### src/rtl/arbitro_pkg.sv
// Shared constants and FSM encoding for the arbitro_contador push arbiter.
package arbitro_pkg;

   localparam int N_DEF      = 4;
   localparam int SEL_W_DEF  = 2;
   localparam int PEND_W_DEF = 3;

   function automatic int pend_max(input int w);
      return (1 << w) - 1;
   endfunction

   localparam int PEND_MAX = pend_max(PEND_W_DEF);

   typedef enum logic [1:0] {
      IDLE  = 2'd0,
      SERVE = 2'd1,
      DRAIN = 2'd2,
      DONE  = 2'd3
   } state_e;

endpackage

### src/rtl/contador_pendiente.sv
// One requester's pending-event credit: saturating up/down counter with a sticky
// overflow flag raised when an event arrives at full credit and is not drained.
module contador_pendiente
   import arbitro_pkg::*;
#(
   parameter int PEND_W = PEND_W_DEF
) (
   input  logic              clk_i,
   input  logic              reset_i,
   input  logic              inc_i,
   input  logic              dec_i,
   output logic [PEND_W-1:0] pend_o,
   output logic              nonzero_d_o,
   output logic              error_o
);

   localparam logic [PEND_W-1:0] PEND_TOP = PEND_W'(pend_max(PEND_W));

   logic [PEND_W-1:0] pend_q, pend_d;
   logic              error_q, error_d;

   always_comb begin
      pend_d  = pend_q;
      error_d = error_q;
      if (inc_i && !dec_i) begin
         if (pend_q == PEND_TOP) error_d = 1'b1;
         else                    pend_d  = pend_q + PEND_W'(1);
      end else if (dec_i && !inc_i && (pend_q != '0)) begin
         pend_d = pend_q - PEND_W'(1);
      end
   end

   always_ff @(posedge clk_i or posedge reset_i) begin
      if (reset_i) begin
         pend_q  <= '0;
         error_q <= 1'b0;
      end else begin
         pend_q  <= pend_d;
         error_q <= error_d;
      end
   end

   assign pend_o      = pend_q;
   assign nonzero_d_o = (pend_d != '0);
   assign error_o     = error_q;

endmodule

### src/rtl/arbitro_contador.sv
// Shares one counter increment port among N push requesters with per-requester credits.
// Build option ARBITRO_PRIORIDAD_FIJA_EN: fixed priority (lowest index wins) instead of round-robin.
//
// state | meaning
// IDLE  | no credits, waiting for events or flush
// SERVE | granting pending credits
// DRAIN | flush accepted, granting until all credits are gone
// DONE  | one-cycle flush completion pulse
module arbitro_contador
   import arbitro_pkg::*;
#(
   parameter int N      = N_DEF,
   parameter int SEL_W  = SEL_W_DEF,
   parameter int PEND_W = PEND_W_DEF
) (
   input  logic             clk_i,
   input  logic             reset_i,
   input  logic [N-1:0]     push_req_i,
   input  logic             flush_i,
   output logic             push_o,
   output logic [SEL_W-1:0] sel_o,
   output logic             pend_any_o,
   output logic             done_o,
   output logic [N-1:0]     error_o
);

   logic [PEND_W-1:0] pend [N];
   logic [N-1:0]      cand;
   logic [N-1:0]      nonzero_d;
   logic [N-1:0]      gnt;
   logic [SEL_W-1:0]  gnt_idx;
   logic [SEL_W-1:0]  idx;
   logic              found;
   logic [SEL_W-1:0]  rr_ptr;

   logic              push_q, push_d;
   logic [SEL_W-1:0]  sel_q, sel_d;
   logic              pend_any_q;
   state_e            state_q, state_d;
   logic              busy;

   for (genvar i = 0; i < N; i++) begin : g_cnt
      contador_pendiente #(.PEND_W(PEND_W)) u_cnt (
         .clk_i       (clk_i),
         .reset_i     (reset_i),
         .inc_i       (push_req_i[i]),
         .dec_i       (gnt[i]),
         .pend_o      (pend[i]),
         .nonzero_d_o (nonzero_d[i]),
         .error_o     (error_o[i])
      );
      assign cand[i] = (pend[i] != '0);
   end

   // Search starts at rr_ptr; SEL_W-bit addition wraps because N is a power of two.
   always_comb begin
      gnt     = '0;
      gnt_idx = '0;
      idx     = '0;
      found   = 1'b0;
      for (int k = 0; k < N; k++) begin
         idx = rr_ptr + SEL_W'(k);
         if (!found && cand[idx]) begin
            found   = 1'b1;
            gnt_idx = idx;
         end
      end
      if (found) gnt[gnt_idx] = 1'b1;
   end

`ifdef ARBITRO_PRIORIDAD_FIJA_EN
   assign rr_ptr = '0;
`else
   logic [SEL_W-1:0] rr_ptr_q, rr_ptr_d;

   always_comb begin
      rr_ptr_d = rr_ptr_q;
      if (found) rr_ptr_d = gnt_idx + SEL_W'(1);
   end

   always_ff @(posedge clk_i or posedge reset_i) begin
      if (reset_i) rr_ptr_q <= '0;
      else         rr_ptr_q <= rr_ptr_d;
   end

   assign rr_ptr = rr_ptr_q;
`endif

   always_comb begin
      push_d = found;
      sel_d  = found ? gnt_idx : sel_q;
   end

   assign busy = (|cand) || (|push_req_i);

   always_comb begin
      state_d = state_q;
      case (state_q)
         IDLE: begin
            if (flush_i)   state_d = busy ? DRAIN : DONE;
            else if (busy) state_d = SERVE;
         end
         SERVE: begin
            if (flush_i)    state_d = DRAIN;
            else if (!busy) state_d = IDLE;
         end
         DRAIN: begin
            if (!busy) state_d = DONE;
         end
         DONE:    state_d = IDLE;
         default: state_d = IDLE;
      endcase
   end

   always_ff @(posedge clk_i or posedge reset_i) begin
      if (reset_i) begin
         push_q     <= 1'b0;
         sel_q      <= '0;
         pend_any_q <= 1'b0;
         state_q    <= IDLE;
      end else begin
         push_q     <= push_d;
         sel_q      <= sel_d;
         pend_any_q <= |nonzero_d;
         state_q    <= state_d;
      end
   end

   assign push_o     = push_q;
   assign sel_o      = sel_q;
   assign pend_any_o = pend_any_q;
   assign done_o     = (state_q == DONE);

endmodule

### config.mk
export PLATFORM = sky130hd
export DESIGN_NAME = arbitro_contador
export DESIGN_NICKNAME = d
export VERILOG_FILES = /design/src/rtl/arbitro_pkg.sv /design/src/rtl/contador_pendiente.sv /design/src/rtl/arbitro_contador.sv
export SDC_FILE = /design/constraint.sdc
export NUM_CORES = 1
export LEC_CHECK = 0
export ABC_AREA = 1
export CAP_MARGIN = 20
export CORE_MARGIN = 4
export CORE_UTILIZATION = 58
export CTS_BUF_LIST = sky130_fd_sc_hd__clkbuf_16
export CTS_CLUSTER_SIZE = 30
export DETAILED_ROUTE_END_ITERATION = 10
export PLACE_DENSITY = 0.78
export SLEW_MARGIN = 20
export SYNTH_ARGS = -nofsm -noshare
export SYNTH_HDL_FRONTEND = slang
export SYNTH_SLANG_ARGS = --single-unit
### constraint.sdc
create_clock -name clk_i -period 3.22 [get_ports clk_i]
set_input_delay 0.644 -clock clk_i [delete_from_list [all_inputs] [get_ports clk_i]]
set_output_delay 0.644 -clock clk_i [all_outputs]
set_load 0.1 [all_outputs]
Word level (Yosys, flattened, before mapping):

Index checks and enable logic that the tools add are counted.

* register bits: 24
* input bits: 7
* output and inout port bits: 9
* word-level logic and storage cells: 124

* add/subtract/negate cells: 12
* $lt $le $gt $ge: 6
* equality and inequality tests: 10
* multiplexer cells: 38
* reductions and logical operators: 45

Operators by type and width (count)
* 2-to-1 mux 3 bit: 12
* nonzero test 3 bit: 8
* 2-to-1 mux 2 bit: 9
* logical AND 1 bit: 16
* less-than comparator 2 x 3 -> 1 bit (second input constant): 5
* adder 3 x 1 -> 3 bit (second input constant): 4
* == test 3 bit (second input constant): 4
* OR reduction 4 bit: 3
* subtractor 3 x 1 -> 3 bit (second input constant): 4
* zero test 1 bit: 11
* 2-to-1 mux 1 bit: 10
* binary-select mux 1 bit (select 2 bit): 4
* one-hot mux 2 bit (4 select lines): 1
* AND reduction 2 bit: 4
* inequality test 3 bit (second input constant): 2
* adder 2 x 1 -> 2 bit (second input constant): 2
* adder 2 bit (second input constant): 2
* == test 2 bit (second input constant): 2
* 2-to-1 mux 4 bit: 1
* AND reduction 3 bit: 1
* demux 1 bit (select 2 bit): 1
* == test 2 x 1 -> 1 bit (second input constant): 1
* greater-or-equal comparator 2 x 1 -> 1 bit (second input constant): 1
* zero test 2 bit: 1
* 2 further kinds: 2

Logic depth before layout (Yosys ltp):

Gate-level depths: netlist of the first run.

* depth after elaboration: 24
* gate-level depth with buffers: 22
* mapped depth without buffers: 22

Cells and area by module:

A second synthesis of the first run with hierarchy kept.

* cells, all modules: 270
* area, all modules: 1874.3 µm²

By module, submodules not included
* contador_pendiente: instances 4, cells an instance 41, area each 289.0 µm², sequential area each 100.1 µm²
* arbitro_contador: instances 1, cells an instance 106, area each 718.2 µm², sequential area each 200.2 µm²

Worst setup path after synthesis of the first run:

Ideal clock, no wire load.

* kind: register to register
* start: register g_cnt[3].u_cnt.pend_q[0]
* end: register pend_any_q, in the netlist pend_any_o
* library setup time: 0.119 ns
* arrival: 2.322 ns
* data required time: 3.101 ns
* path slack: 0.779 ns
* stages on the path, launching flop included: 20
* buffers on the path: 0
* clock period less this slack: 2.441 ns
* cells stage by stage: dfrtp_1 inv_1 ha_1 inv_1 o21ai_0 nand2_1 nor2_2 nand3_2 nand3_2 nand2_2 inv_1 ha_1 nand4_2 or2_0 nand2_1 nand2_1 nor2_1 nand3_1 nor2_1 nand2_1

* longest elaborated chain between the ends: 24
* elaborated cells on any way between the ends: 62
* those cells by class: add/sub (2); order compare (2); eq/ne (1); mux (28); reduce/logical (29)

RTL lines
* start: declaration: RTL line contador_pendiente.sv:19 `logic [PEND_W-1:0] pend_q, pend_d;`
* start signal: assignment: RTL line contador_pendiente.sv:38 `pend_q <= pend_d;`
* nonzero test 3 bit (*): RTL line arbitro_contador.sv:52 `assign cand[i] = (pend[i] != '0);`
* binary-select mux 1 bit (select 2 bit): RTL line arbitro_contador.sv:63 `if (!found && cand[idx]) begin`
* 2-to-1 mux 1 bit (implied by the code): RTL line arbitro_contador.sv:63
* 2-to-1 mux 1 bit: RTL line arbitro_contador.sv:63
* zero test 1 bit: RTL line arbitro_contador.sv:63
* logical AND 1 bit: RTL line arbitro_contador.sv:63
* 2-to-1 mux 1 bit: RTL line arbitro_contador.sv:63
* zero test 1 bit: RTL line arbitro_contador.sv:63
* (+5 left out)
* net gnt_idx[0]: RTL line arbitro_contador.sv:31 `logic [SEL_W-1:0] gnt_idx;`
* (+2 left out)
* 2-to-1 mux 1 bit (implied by the code): RTL line arbitro_contador.sv:68 `if (found) gnt[gnt_idx] = 1'b1;`
* demux 1 bit (select 2 bit) (*): RTL line arbitro_contador.sv:68
* 2-to-1 mux 4 bit (*): RTL line arbitro_contador.sv:68
* logical AND 1 bit (2 in a row): RTL line contador_pendiente.sv:28 `end else if (dec_i && !inc_i && (pend_q != '0)) begin`
* 2-to-1 mux 3 bit: RTL line contador_pendiente.sv:28
* 2-to-1 mux 3 bit: RTL line contador_pendiente.sv:25 `if (inc_i && !dec_i) begin`
* nonzero test 3 bit: RTL line contador_pendiente.sv:44 `assign nonzero_d_o = (pend_d != '0);`
* OR reduction 4 bit (*): RTL line arbitro_contador.sv:124 `pend_any_q <= |nonzero_d;`
* end signal: assignment: RTL line arbitro_contador.sv:124
* end: declaration: RTL line arbitro_contador.sv:38 `logic pend_any_q;`

Mark *: on every way through the listed nets, which the timed path passes. The rest lies on a longest branch. The select of a mux whose other input is x is not followed.
A chain may end at the register's enable or synchronous reset.

Worst setup path in the final report of the first run:

Ends and elaborated chain as after synthesis.

==> impl_metrics.py, run 1 <==
metrics = {
    "sta": {
        "drv_slew": 0,
        "setup_slack_ns": 0.281,
        "post-route-period-util_pct": 91.3,
        "finClkSkew_ns": 0.00178,
        "maxSlewHeadroom_pct": 37.2,
        "finalSetupViolCount": 0,
        "hold_viol_final": 0,
        "period_needed_ns": 2.94,
        "fmax_mhz": 340,
        "worst_pin_slew_ns": 0.941,
    },
    "finish": {
        "layout.nets": 301,
        "area_delta_synth_final_pct": 10.6,
        "fillers": 281,
        "postLayoutCoreUtil_pct": 68.4,
        "drive_gt1_share_pct": 15.9,
        "n_antenna_cell": 0,
        "stdcell_area_um2": 2120,
    },
    "detailed_routing": {
        "wirelength_um": 4140,
        "drtAntennaViolNets": 0,
        "drc": 0,
        "via_per_inst": 5.38,
        "first_pass_iters": 4,
        "route.vias.total": 1728,
        "avgRoutedWirePerCell_um": 12.9,
        "drt_iter0_markers": 138,
    },
    "global_routing": {
        "grt_pass1_vias": 1620,
        "grt_pass1_wl_um": 7160,
        "antenna_found_initial": 0,
        "grt_util_all_layers_pct": 21.6,
        "grt_max_degree": 25,
        "grt_remaining_overflow": 0,
    },
    "clocking": {
        "clkTransAtPathRegs_ns": 0.06,
        "cts_tree": "done",
        "htreeDepth": 1,
        "root_buffer": "clkbuf_16",
        "hold_buffers": 0,
        "cts_setup_buffers": 0,
        "clock_path_buffers": 2,
        "cts_sinks": 24,
        "clk_latency_ns": 0.26,
        "cts_resized": 0,
        "cts_buffers": 3,
    },
    "logic_synthesis": {
        "async_reset_ff_share_pct": 100,
        "ys_seq_elements": 24,
        "synth_top_area_share_pct": 31.3,
        "synth_largest_area_cell": "dfrtp_1",
        "synthAdderAreaFrac_pct": 9.78,
        "synth-simple-area-share_pct": 38.8,
        "synth_xor_area_share_pct": 2.28,
        "synth_area_leaders": "dfrtp_1 (31%), nand2_1 (17%), ha_1 (9.8%), nand3_1 (6.3%), inv_1 (5.9%)",
        "yosysMostFrequentCell": "nand2_1",
        "yosys_warnings": 0,
        "synthesis.nets": 288,
        "synth-compound-area-share_pct": 7.56,
        "synth-edff-count": 0,
        "ys_seq_area_share_pct": 31.3,
        "synthMuxAreaShare_pct": 0,
        "synthFlopType": "dfrtp_1",
        "synthCells": 266,
        "avgSynthCellArea_um2": 7.22,
        "synth_top_family_by_area": "simple AND/OR/NAND/NOR gates",
        "syn_area_um2": 1920,
        "synth_cell_types": 27,
        "ys_top_cells_by_count": "nand2_1 (85), inv_1 (30), dfrtp_1 (24), nand3_1 (24)",
    },
    "hold_path": {
        "hold_path_depth": 1,
        "hold_class": "reg -> reg",
    },
    "setup_path": {
        "crit_type": "reg -> reg",
        "crit_chain": "inv_1 -> ha_1 -> inv_1 -> o21ai_0 -> nand2_1 -> nor2_2 -> nand3_2 -> nand3_1 -> nand2_2 -> inv_2 -> ha_2 -> nand2_2 -> nand2_1 -> nand3_1 -> nand2_1 -> nand2_1 -> nor2_1 -> nand3_1 -> nor2_1 -> nand2_1",
        "arrival_ns": 3.09,
        "end_kind": "flip-flop",
        "cp-start-kind": "flip-flop",
        "cp_common_cell": "nand2_1",
        "crit_fanout": 7,
        "reg2reg_depth": 20,
        "slowest_delay_ns": 0.42,
        "worstPathRequired_ns": 3.37,
        "slowest_stage": "dfrtp_1",
    },
    "run_status": {
        "outcome": "finished clean",
    },
    "die": {
        "row_count": 20,
        "io_pins": 16,
        "die_h_um": 65.5,
        "coreArea_um2": 3100,
        "dieArea_um2": 4290,
        "fp.dieW_um": 65.5,
        "start_util_pct": 61.9,
    },
    "job": {
        "cap_violations": 0,
    },
    "placement": {
        "port_buffers": 15,
        "gp_congestion": 0.956,
        "place_ws_ns": 0.332,
        "hpwl_um": 3160,
        "post_dp_cell_area_um2": 2040,
    },
}
cell usage in the layout (no fill, tap or decap), drive strengths merged, types with 6 or more instances in the layout:
| master | instances |
|---|---|
| buf | 9 |
| clkdlybuf4s50 | 6 |
| dfrtp | 24 |
| ha | 15 |
| inv | 36 |
| nand2 | 98 |
| nand3 | 28 |
| nand4 | 16 |
| nor2 | 13 |
| o21ai | 11 |
layer usage:
| metal | vias up | part of all wire (%) | global-route usage, % |
|---|---|---|---|
| met3 | 7 | 2.9 | 3.08 |
| li1 | 884 | - | - |
| met1 | 811 | 47 | 27.7 |
| met5 | - | 0 | 0 |
| met2 | 26 | 49 | 36.8 |
| met4 | 0 | 1.6 | 8.03 |
final timing paths:
path                       slack (ns)                                 end                          startpoint
max                              0.28                pend_any_o$_DFF_PP0_  g_cnt[3].u_cnt.pend_o[0]$_DFF_PP0_
min                              0.48  g_cnt[2].u_cnt.error_o$_DFFE_PP0P_  g_cnt[2].u_cnt.error_o$_DFFE_PP0P_
max reg2reg                      0.28                pend_any_o$_DFF_PP0_  g_cnt[3].u_cnt.pend_o[0]$_DFF_PP0_
min reg2reg                      0.48  g_cnt[2].u_cnt.error_o$_DFFE_PP0P_  g_cnt[2].u_cnt.error_o$_DFFE_PP0P_
max in group asynchronous        1.75  g_cnt[3].u_cnt.pend_o[1]$_DFF_PP0_                             reset_i
min in group asynchronous        0.90  g_cnt[0].u_cnt.pend_o[2]$_DFF_PP0_                             reset_i
worst max-delay path, delay by kind of cell (launching register included):
| kind | cells | cell delay, ns |
|---|---|---|
| AOI/OAI and AO/OA | 1 | 0.18 |
| and+or+nand+nor | 14 | 1.46 |
| buffers and inverters | 3 | 0.32 |
| DFF | 1 | 0.42 |
| adders and majority gates | 2 | 0.45 |
cell type report:
class	count	area (µm²)	area share, %
Inverter	36	138	6.49
Tap cell	44	55.1	2.59
Multi-Input combinational cell	199	1130	53.1
Sequential cell	24	601	28.3
Timing Repair Buffer	15	128	6.01
Clock buffer	3	75.1	3.54
cells by family (layout without fill, tap and decap cells):
family,after synthesis,count (layout)
and+or+nand+nor,158,158
buffers and inverters,43,54
DFF,24,24
AOI/OAI and AO/OA,21,21
adders and majority gates,15,15
xor gates and xnor gates,5,5
registers in the layout (all words and copies together), names as in the netlist:
signal,cells
pend_any_o,1
rr_ptr,2
g_cnt.u_cnt.pend_o,12
g_cnt.u_cnt.error_o,4
state_q,2
push_o,1
sel_o,2
metrics by stage:
step | std cells | hold slack [ns] | setup TNS (ns)
6_report | 321 | 0.476 | 0
5_1_grt | 321 | 0.503 | -0.00357
4_1_cts | 321 | 0.480 | 0
3_5_place_dp | 318 | 0.466 | 0
3_3_place_gp | 318 | 0.461 | 0
2_1_floorplan | 266 | 0.444 | 0
Power of run 1 is not shown: default switching activity piles up to over one toggle a cycle in this logic, so the estimate is an artifact.
==> inputs of run 2 (changes only) <==
Settings changed: CORE_UTILIZATION 58 to 62, PLACE_DENSITY 0.78 to 0.83, SYNTH_HIERARCHICAL set to 1.
Clock period 3.22 ns to 3.5 ns, I/O delays scaled along.
==> run 2 against run 1 <==
- design area increased by 1.5%
- sequential cell count unchanged
- global-route usage is 0.26 points lower
- non-clock buffer count stayed put
- via count decreased by 1.4%
- highest routed layer unchanged
==> impl_metrics.py, run 2 <==
metrics = {
    "logic_synthesis": {
        "ys_seq_elements": 24,
        "async_reset_ff_share_pct": 100,
        "synth_cell_types": 22,
        "ys_seq_area_share_pct": 32.0,
        "syn_area_um2": 1870,
        "yosysMostFrequentCell": "nand2_1",
        "synthesis.nets": 293,
        "synth-edff-count": 0,
        "ys_top_cells_by_count": "nand2_1 (68), inv_1 (43), nand3_1 (33), nor2_1 (28), dfrtp_1 (24)",
        "synthCells": 270,
        "synth_largest_area_cell": "dfrtp_1",
        "synthFlopType": "dfrtp_1",
        "avgSynthCellArea_um2": 6.94,
        "yosys_warnings": 6,
        "synth_top_area_share_pct": 32.0,
        "synth_area_leaders": "dfrtp_1 (32%), nand2_1 (14%), ha_1 (11%), nand3_1 (8.8%), inv_1 (8.6%)",
    },
    "detailed_routing": {
        "first_pass_iters": 4,
        "avgRoutedWirePerCell_um": 12.1,
        "via_per_inst": 5.34,
        "drt_iter0_markers": 88,
        "drtAntennaViolNets": 0,
        "wirelength_um": 3880,
        "route.vias.total": 1704,
        "drc": 0,
    },
    "clocking": {
        "clock_path_buffers": 2,
        "clk_latency_ns": 0.25,
        "cts_tree": "done",
        "root_buffer": "clkbuf_16",
        "htreeDepth": 1,
        "cts_setup_buffers": 0,
        "hold_buffers": 0,
        "cts_sinks": 24,
        "cts_resized": 0,
        "clkTransAtPathRegs_ns": 0.06,
        "cts_buffers": 3,
    },
    "placement": {
        "place_ws_ns": 0.488,
        "hpwl_um": 3030,
        "gp_congestion": 0.882,
        "post_dp_cell_area_um2": 2050,
        "port_buffers": 15,
    },
    "sta": {
        "post-route-period-util_pct": 88.4,
        "worst_pin_slew_ns": 0.980,
        "rsz0062_at_grt": "false",
        "finalSetupViolCount": 0,
        "fmax_mhz": 323,
        "finalSetupTns_ns": 0,
        "period_needed_ns": 3.09,
        "drv_slew": 0,
        "finClkSkew_ns": 0.00319,
        "hold_viol_final": 0,
        "setup_slack_ns": 0.407,
        "maxSlewHeadroom_pct": 34.5,
    },
    "die": {
        "io_pins": 16,
        "coreArea_um2": 2830,
        "fp.dieW_um": 63.0,
        "row_count": 19,
        "dieArea_um2": 3970,
        "start_util_pct": 66.3,
        "die_h_um": 63.0,
    },
    "finish": {
        "area_delta_synth_final_pct": 15.0,
        "final_common_cell": "nand2_1",
        "final_cell_mix": "nand2_1 (68), inv_1 (43), nand3_1 (33)",
        "fillers": 215,
        "postLayoutCoreUtil_pct": 76.2,
        "largest_reg_flops": 12,
        "layout.nets": 312,
        "stdcell_area_um2": 2150,
        "drive_gt1_share_pct": 14.2,
        "n_antenna_cell": 0,
    },
    "hold_path": {
        "hold_class": "reg -> reg",
    },
    "global_routing": {
        "grt_remaining_overflow": 0,
        "met3_usage_pct": 3.60,
        "busiest_layer": "met2",
        "grt_max_degree": 15,
        "met1_usage_pct": 27.0,
        "grt_pass1_vias": 1635,
        "grt_util_all_layers_pct": 21.3,
        "antenna_found_initial": 0,
        "met2_usage_pct": 38.6,
        "grt_pass1_wl_um": 6980,
    },
    "setup_path": {
        "crit_fanout": 9,
        "crit_type": "reg -> reg",
        "arrival_ns": 3.22,
        "cp-start-kind": "flip-flop",
        "worstPathRequired_ns": 3.63,
        "end_kind": "flip-flop",
    },
    "run_status": {
        "outcome": "finished clean",
    },
    "job": {
        "cap_violations": 0,
    },
}
==> run 2: area by class of cell <==
| class | count | area (µm²) | share of cell area, % |
|---|---|---|---|
| clock buffers | 3 | 75.1 | 3.48 |
| clock inverters | 1 | 30.0 | 1.39 |
| inverters | 49 | 189 | 8.77 |
| multi-input cells | 196 | 1070 | 49.8 |
| flip-flops and latches | 24 | 601 | 27.9 |
| well taps | 31 | 38.8 | 1.80 |
| repair buffers | 15 | 148 | 6.85 |
==> run 2: path summary, 6_finish.rpt <==
| check | startpoint | endpoint | slack [ns] | cells after the start |
|---|---|---|---|---|
| max in group asynchronous | reset_i | rr_ptr[0]$_DFFE_PP0P_ | 2.38 | 2 |
| worst max-delay path | rr_ptr[0]$_DFFE_PP0P_ | pend_any_o$_DFF_PP0_ | 0.41 | 19 |
| min in group asynchronous | reset_i | g_cnt[0].u_cnt/error_o$_DFFE_PP0P_ | 0.77 | 2 |
| worst min register to register | g_cnt[2].u_cnt/error_o$_DFFE_PP0P_ | g_cnt[2].u_cnt/error_o$_DFFE_PP0P_ | 0.46 | 1 |
| worst min-delay path | g_cnt[2].u_cnt/error_o$_DFFE_PP0P_ | g_cnt[2].u_cnt/error_o$_DFFE_PP0P_ | 0.46 | 1 |
| worst max register to register | rr_ptr[0]$_DFFE_PP0P_ | pend_any_o$_DFF_PP0_ | 0.41 | 19 |
==> run 2: cells by family (layout without fill, tap and decap cells) <==
kind of cell | count (synthesis) | in the layout | synth area share, %
AND/OR/NAND/NOR | 166 | 166 | 42.9
adder cells (fa/ha/maj) | 16 | 16 | 10.7
buffers and inverters | 50 | 68 | 10.7
AO/OA/AOI/OAI | 14 | 14 | 3.74
flip-flops | 24 | 24 | 32.0
==> run 2: stage by stage <==
step	instances	hold slack, ns
after floorplan	270	0.466
after global placement	315	0.449
after detailed placement	315	0.454
after CTS	319	0.470
after global routing	319	0.498
final	319	0.465
==> run 2: critical path: stages (launching register included) <==
cell     delay [ns]
dfrtp_1        0.58
nand3_1        0.19
nand3_1        0.15
nand2_2        0.10
nor2_4         0.12
nand3_2        0.09
inv_2          0.06
nand2_2        0.05
nand2_2        0.08
inv_2          0.04
ha_1           0.19
inv_1          0.05
nor2_1         0.04
inv_1          0.16
nand3_1        0.16
nand3_1        0.13
nand2_1        0.08
nor2_1         0.11
nand2_1        0.07
or4_1          0.51
==> run 2: routing by layer <==
| metal | wire length (µm) | vias to the layer above | share of wire (%) |
|---|---|---|---|
| li1 | - | 875 | - |
| met1 | 1770 | 797 | 46 |
| met2 | 1960 | 30 | 50 |
| met3 | 138 | 2 | 3.6 |
| met4 | 12 | 0 | 0.31 |
| met5 | 0 | - | 0 |
Power of run 2 is left out for the same reason.
==> inputs of run 3 (changes only) <==
Settings changed: SETUP_SLACK_MARGIN set to 0.3.
==> run 3 against run 2 <==
- setup slack gained 0.035 ns
- via count is 3.8% higher
- sequential share of layout area down 0.60 points
- design area up 2.8%
- global-route usage did not move
- non-clock buffer count up 2
- register-to-register slack improved by 0.04 ns
- hold slack is essentially flat
- cell count is 0.63% higher
- utilization rose by 2.2 points
- critical path depth is 1 higher
- highest routed layer unchanged
==> impl_metrics.py, run 3 (same netlist as run 2, synthesis figures left out) <==
metrics = {
    "global_routing": {
        "grt_pass1_vias": 1635,
        "grt_pass1_wl_um": 6980,
        "antenna_found_initial": 0,
        "grt_max_degree": 15,
        "grt_util_all_layers_pct": 21.3,
        "grt_remaining_overflow": 0,
    },
    "clocking": {
        "clk_latency_ns": 0.25,
        "root_buffer": "clkbuf_16",
        "clock_path_buffers": 2,
        "htreeDepth": 1,
        "cts_tree": "done",
        "cts_buffers": 3,
        "clkTransAtPathRegs_ns": 0.06,
        "hold_buffers": 0,
        "cts_sinks": 24,
    },
    "setup_path": {
        "end_kind": "flip-flop",
        "cp-start-kind": "flip-flop",
        "reg2reg_depth": 20,
        "crit_family": "simple AND/OR/NAND/NOR gates",
        "crit_chain": "nor2_4 -> nand3_1 -> nand3_2 -> nand2_2 -> nor2_4 -> nand3_2 -> nand2_2 -> nand2_2 -> inv_1 -> ha_1 -> inv_1 -> nor2_1 -> inv_2 -> nor2_4 -> nand2_1 -> nand3_1 -> nand2_1 -> nor2_1 -> nand2_1 -> or4_1",
        "critical_path_buf_inv_count": 3,
        "crit_cells": 20,
        "arrival_ns": 3.18,
        "crit_type": "reg -> reg",
        "crit_fanout": 5,
        "slowest_stage": "or4_1",
        "slowest_delay_ns": 0.51,
        "worstPathRequired_ns": 3.63,
    },
    "sta": {
        "period_needed_ns": 3.06,
        "fmax_mhz": 327,
        "finalSetupViolCount": 0,
        "finalSetupTns_ns": 0,
        "rsz0062_at_grt": "false",
        "finClkSkew_ns": 0.00269,
        "drv_slew": 0,
        "hold_viol_final": 0,
        "maxSlewHeadroom_pct": 34.5,
        "worst_pin_slew_ns": 0.980,
        "post-route-period-util_pct": 87.4,
    },
    "placement": {
        "hpwl_um": 3030,
        "port_buffers": 15,
        "gp_congestion": 0.882,
    },
    "finish": {
        "fillers": 206,
        "n_antenna_cell": 0,
        "final_common_cell": "nand2_1",
        "layout.nets": 314,
        "area_delta_synth_final_pct": 18.2,
        "drive_gt1_share_pct": 18.6,
        "largest_reg_flops": 12,
        "final_cell_mix": "nand2_1 (68), inv_1 (41), nand3_1 (28)",
    },
    "die": {
        "die_h_um": 63.0,
        "coreArea_um2": 2830,
        "start_util_pct": 66.3,
        "fp.dieW_um": 63.0,
        "dieArea_um2": 3970,
        "io_pins": 16,
        "row_count": 19,
    },
    "detailed_routing": {
        "avgRoutedWirePerCell_um": 12.9,
        "drc": 0,
        "drt_iter0_markers": 105,
        "route.vias.total": 1768,
        "via_per_inst": 5.51,
        "wirelength_um": 4160,
        "first_pass_iters": 4,
        "drtAntennaViolNets": 0,
    },
    "hold_path": {
        "hold_path_depth": 1,
        "hold_class": "reg -> reg",
    },
    "job": {
        "cap_violations": 0,
    },
    "run_status": {
        "outcome": "finished clean",
    },
}
[run 3: worst paths after layout]
| kind | startpoint | slack (ns) | to |
|---|---|---|---|
| max | g_cnt[1].u_cnt/pend_o[1]$_DFF_PP0_ | 0.44 | pend_any_o$_DFF_PP0_ |
| min | g_cnt[2].u_cnt/error_o$_DFFE_PP0P_ | 0.46 | g_cnt[2].u_cnt/error_o$_DFFE_PP0P_ |
| max reg2reg | g_cnt[1].u_cnt/pend_o[1]$_DFF_PP0_ | 0.44 | pend_any_o$_DFF_PP0_ |
| min reg2reg | g_cnt[2].u_cnt/error_o$_DFFE_PP0P_ | 0.46 | g_cnt[2].u_cnt/error_o$_DFFE_PP0P_ |
| max in group asynchronous | reset_i | 2.36 | rr_ptr[0]$_DFFE_PP0P_ |
| min in group asynchronous | reset_i | 0.77 | g_cnt[0].u_cnt/error_o$_DFFE_PP0P_ |
[run 3: through the flow]
stage	std cells	hold WS (ns)	cell area (µm²)	utilization, %	worst slack, ns
after floorplan	270	0.466	1870	-	0.844
after global placement	315	0.449	2050	72.4	0.555
after detailed placement	315	0.454	2050	72.4	0.488
after CTS	319	0.470	2150	76.2	0.408
final	321	0.464	2220	78.3	0.442
after global routing	321	0.498	2220	78.3	0.248
[run 3: routing by layer]
metal | part of all wire, % | vias to the layer above | global-route usage, %
li1 | - | 880 | -
met1 | 44 | 846 | 27.0
met2 | 50 | 36 | 38.6
met3 | 3.9 | 6 | 3.60
met4 | 1.2 | 0 | 3.03
met5 | 0 | - | 0
[run 3: layout make-up]
type / count / area (µm²) / area share [%]
Tap cell: 31 / 38.8 / 1.75
Timing Repair Buffer: 17 / 163 / 7.34
Multi-Input combinational cell: 196 / 1120 / 50.4
Clock inverter: 1 / 30.0 / 1.36
Sequential cell: 24 / 604 / 27.3
Clock buffer: 3 / 75.1 / 3.39
Inverter: 49 / 189 / 8.53
[run 3: timing repair]
action / CTS / global route
endpoints found under the setup margin: 0 / 1
setup buffers: 0 / 2
gates resized for setup: 0 / 14
Power of run 3 is left out for the same reason.
==> variant, RTL diff (flow settings as in run 1) <==
The package constant `SEL_W_DEF` goes from 2 to 1.
--- a/src/rtl/arbitro_pkg.sv
+++ b/src/rtl/arbitro_pkg.sv
@@ -4,3 +4,3 @@
    localparam int N_DEF      = 4;
-   localparam int SEL_W_DEF  = 2;
+   localparam int SEL_W_DEF  = 1;
    localparam int PEND_W_DEF = 3;
Ports: changed (resized sel_o); port bits go from 16 to 15. No check against the original RTL was run, so the function may have changed too.
==> variant against run 1 <==
Fmax grew 67%. Final area shrank 24%. Wire length shrank 35%. Setup slack gained 1.2 ns. Area after synthesis shrank 27%. Sequential cell count shrank 2. Utilization grew 3.4 points. Count of clock-buffer cells in the layout is the same. Critical path type is now in2reg. Largest cell class unchanged.
==> variant: results (changes against run 1) <==
[cells_and_area]
nNetsFinal=197  ; -35%
largest_reg_flops=12  ; unchanged
drive_above_1_share_pct=19.6  ; +3.7 points

[cts]
cts_made_buffers=3  ; unchanged
path_clk_slew_ns=0.06  ; about the same
clockRootBuffer=clkbuf_16
post_cts.repair.setup_buffers=0  ; unchanged
htree_levels=1  ; unchanged
cts_resized=0  ; unchanged

[yosys]
async_flop_share_pct=100  ; unchanged
synth.distinct_cells=28  ; +3.7%
ys_top_cells_by_count=nand2_1, dfrtp_1, inv_1, nand3_1, ha_1
yosys-top-cells-area=dfrtp_1, nand2_1, ha_1, inv_1, nand3_1
synth-xor-area-share_pct=1.88  ; -0.40 points
yosysSeqAreaShare_pct=39.4  ; +8.1 points
syn_nets=183  ; -36%
synthAdderAreaFrac_pct=8.94  ; -0.83 points
ys_warn_count=0  ; unchanged
synth_compound_area_share_pct=6.53  ; -1.0 points
synth_cells=166  ; -38%

[setup_path]
slowest_delay_ns=0.48  ; +0.06 ns
cpMaxStageDelayCell=clkdlybuf4s50_1
crit_fanout=5  ; -2
crit_start=push_req_i[1]
rr_worst_depth=11  ; -45%
crit_arrival_ns=1.90  ; -1.19 ns
rr_startpoint=g_cnt[1].u_cnt.pend_o[0]
crit_path_end_kind=flip-flop
rrSetupSlack_ns=1.57  ; +1.29 ns

[placement]
place_hpwl_um=2040  ; -35%
gp_congestion=0.794  ; -17%
pre_cts_ws_ns=1.23  ; +0.896 ns
numPortBuffers=14  ; -1
post_dp_cell_area_um2=1510  ; -26%

[global_route]
grt_max_degree=23  ; -8.0%
grt_usage_pct=18.3  ; -3.3 points
grt_pass1_wl_um=4690  ; -35%
grt_pass1_vias=1078  ; -33%

[route]
via_per_inst=5.28  ; -1.9%
wirelength_um=2670  ; -35%
wl_per_cell_um=12.9  ; about the same
drtIter0Drc=31  ; -78%

[power]
irDropWorstVdd_mv=0.894
pg_seq_w=0.000442

[hold_path]
min_path_type=reg2reg
min-delay-start=g_cnt[0].u_cnt.error_o

[sta]
slew_headroom_pct=44.3  ; +7.1 points
finalCritPeriodShare_pct=54.7  ; -37 points
clock_skew_ns=0.00356  ; +0.00178 ns
hold_viol_final=0  ; unchanged

[run_status]
outcome=finished clean

[variant: changes by cell type after synthesis, sizes merged, moves of 2 or more]
cell	delta
o2111ai	-3
inv	-8
o21ai	-7
or2	-2
xor2	-2
ha	-5
nand3	-11
nand4	-12
dfrtp	-2
buf	-2
nand2	-46
[variant: logic make-up after synthesis]
| family | after synthesis |
|---|---|
| adders and majority gates | 10 |
| buffers and inverters | 33 |
| xor gates and xnor gates | 3 |
| AOI/OAI and AO/OA | 12 |
| and+or+nand+nor | 86 |
| DFF | 22 |
[variant: final cells by class]
class                           count  area, um2
Sequential cell                    22        551
Clock inverter                      1       30.0
Tap cell                           28       35.0
Timing Repair Buffer               14        120
Inverter                           28        110
Clock buffer                        3       75.1
Fill cell                         184        637
Multi-Input combinational cell    111        697
[variant: worst max-delay path, delay by kind of cell]
kind / cells / cell delay [ns]
buffers and inverters: 2 / 0.66
and+or+nand+nor: 7 / 0.59
[variant: layer usage]
| metal | GRT usage (%) | share of wire (%) |
|---|---|---|
| met5 | 0 | 0 |
| met3 | 2.94 | 4.2 |
| met2 | 34.3 | 53 |
| met1 | 21.5 | 42 |
| met4 | 4.97 | 1.2 |
[variant: how the worst min path moves through the flow]
| stage | endpoint | slack, ns | depth (start not counted) |
|---|---|---|---|
| finish | g_cnt[0].u_cnt.error_o | 0.48 | 1 |
| global route | g_cnt[0].u_cnt.error_o | 0.50 | 1 |
| CTS | g_cnt[0].u_cnt.error_o | 0.49 | 1 |
| detailed placement | g_cnt[0].u_cnt.error_o | 0.47 | 1 |
| global placement | g_cnt[2].u_cnt.error_o | 0.46 | 1 |
| floorplan | g_cnt[2].u_cnt.error_o | 0.44 | 1 |
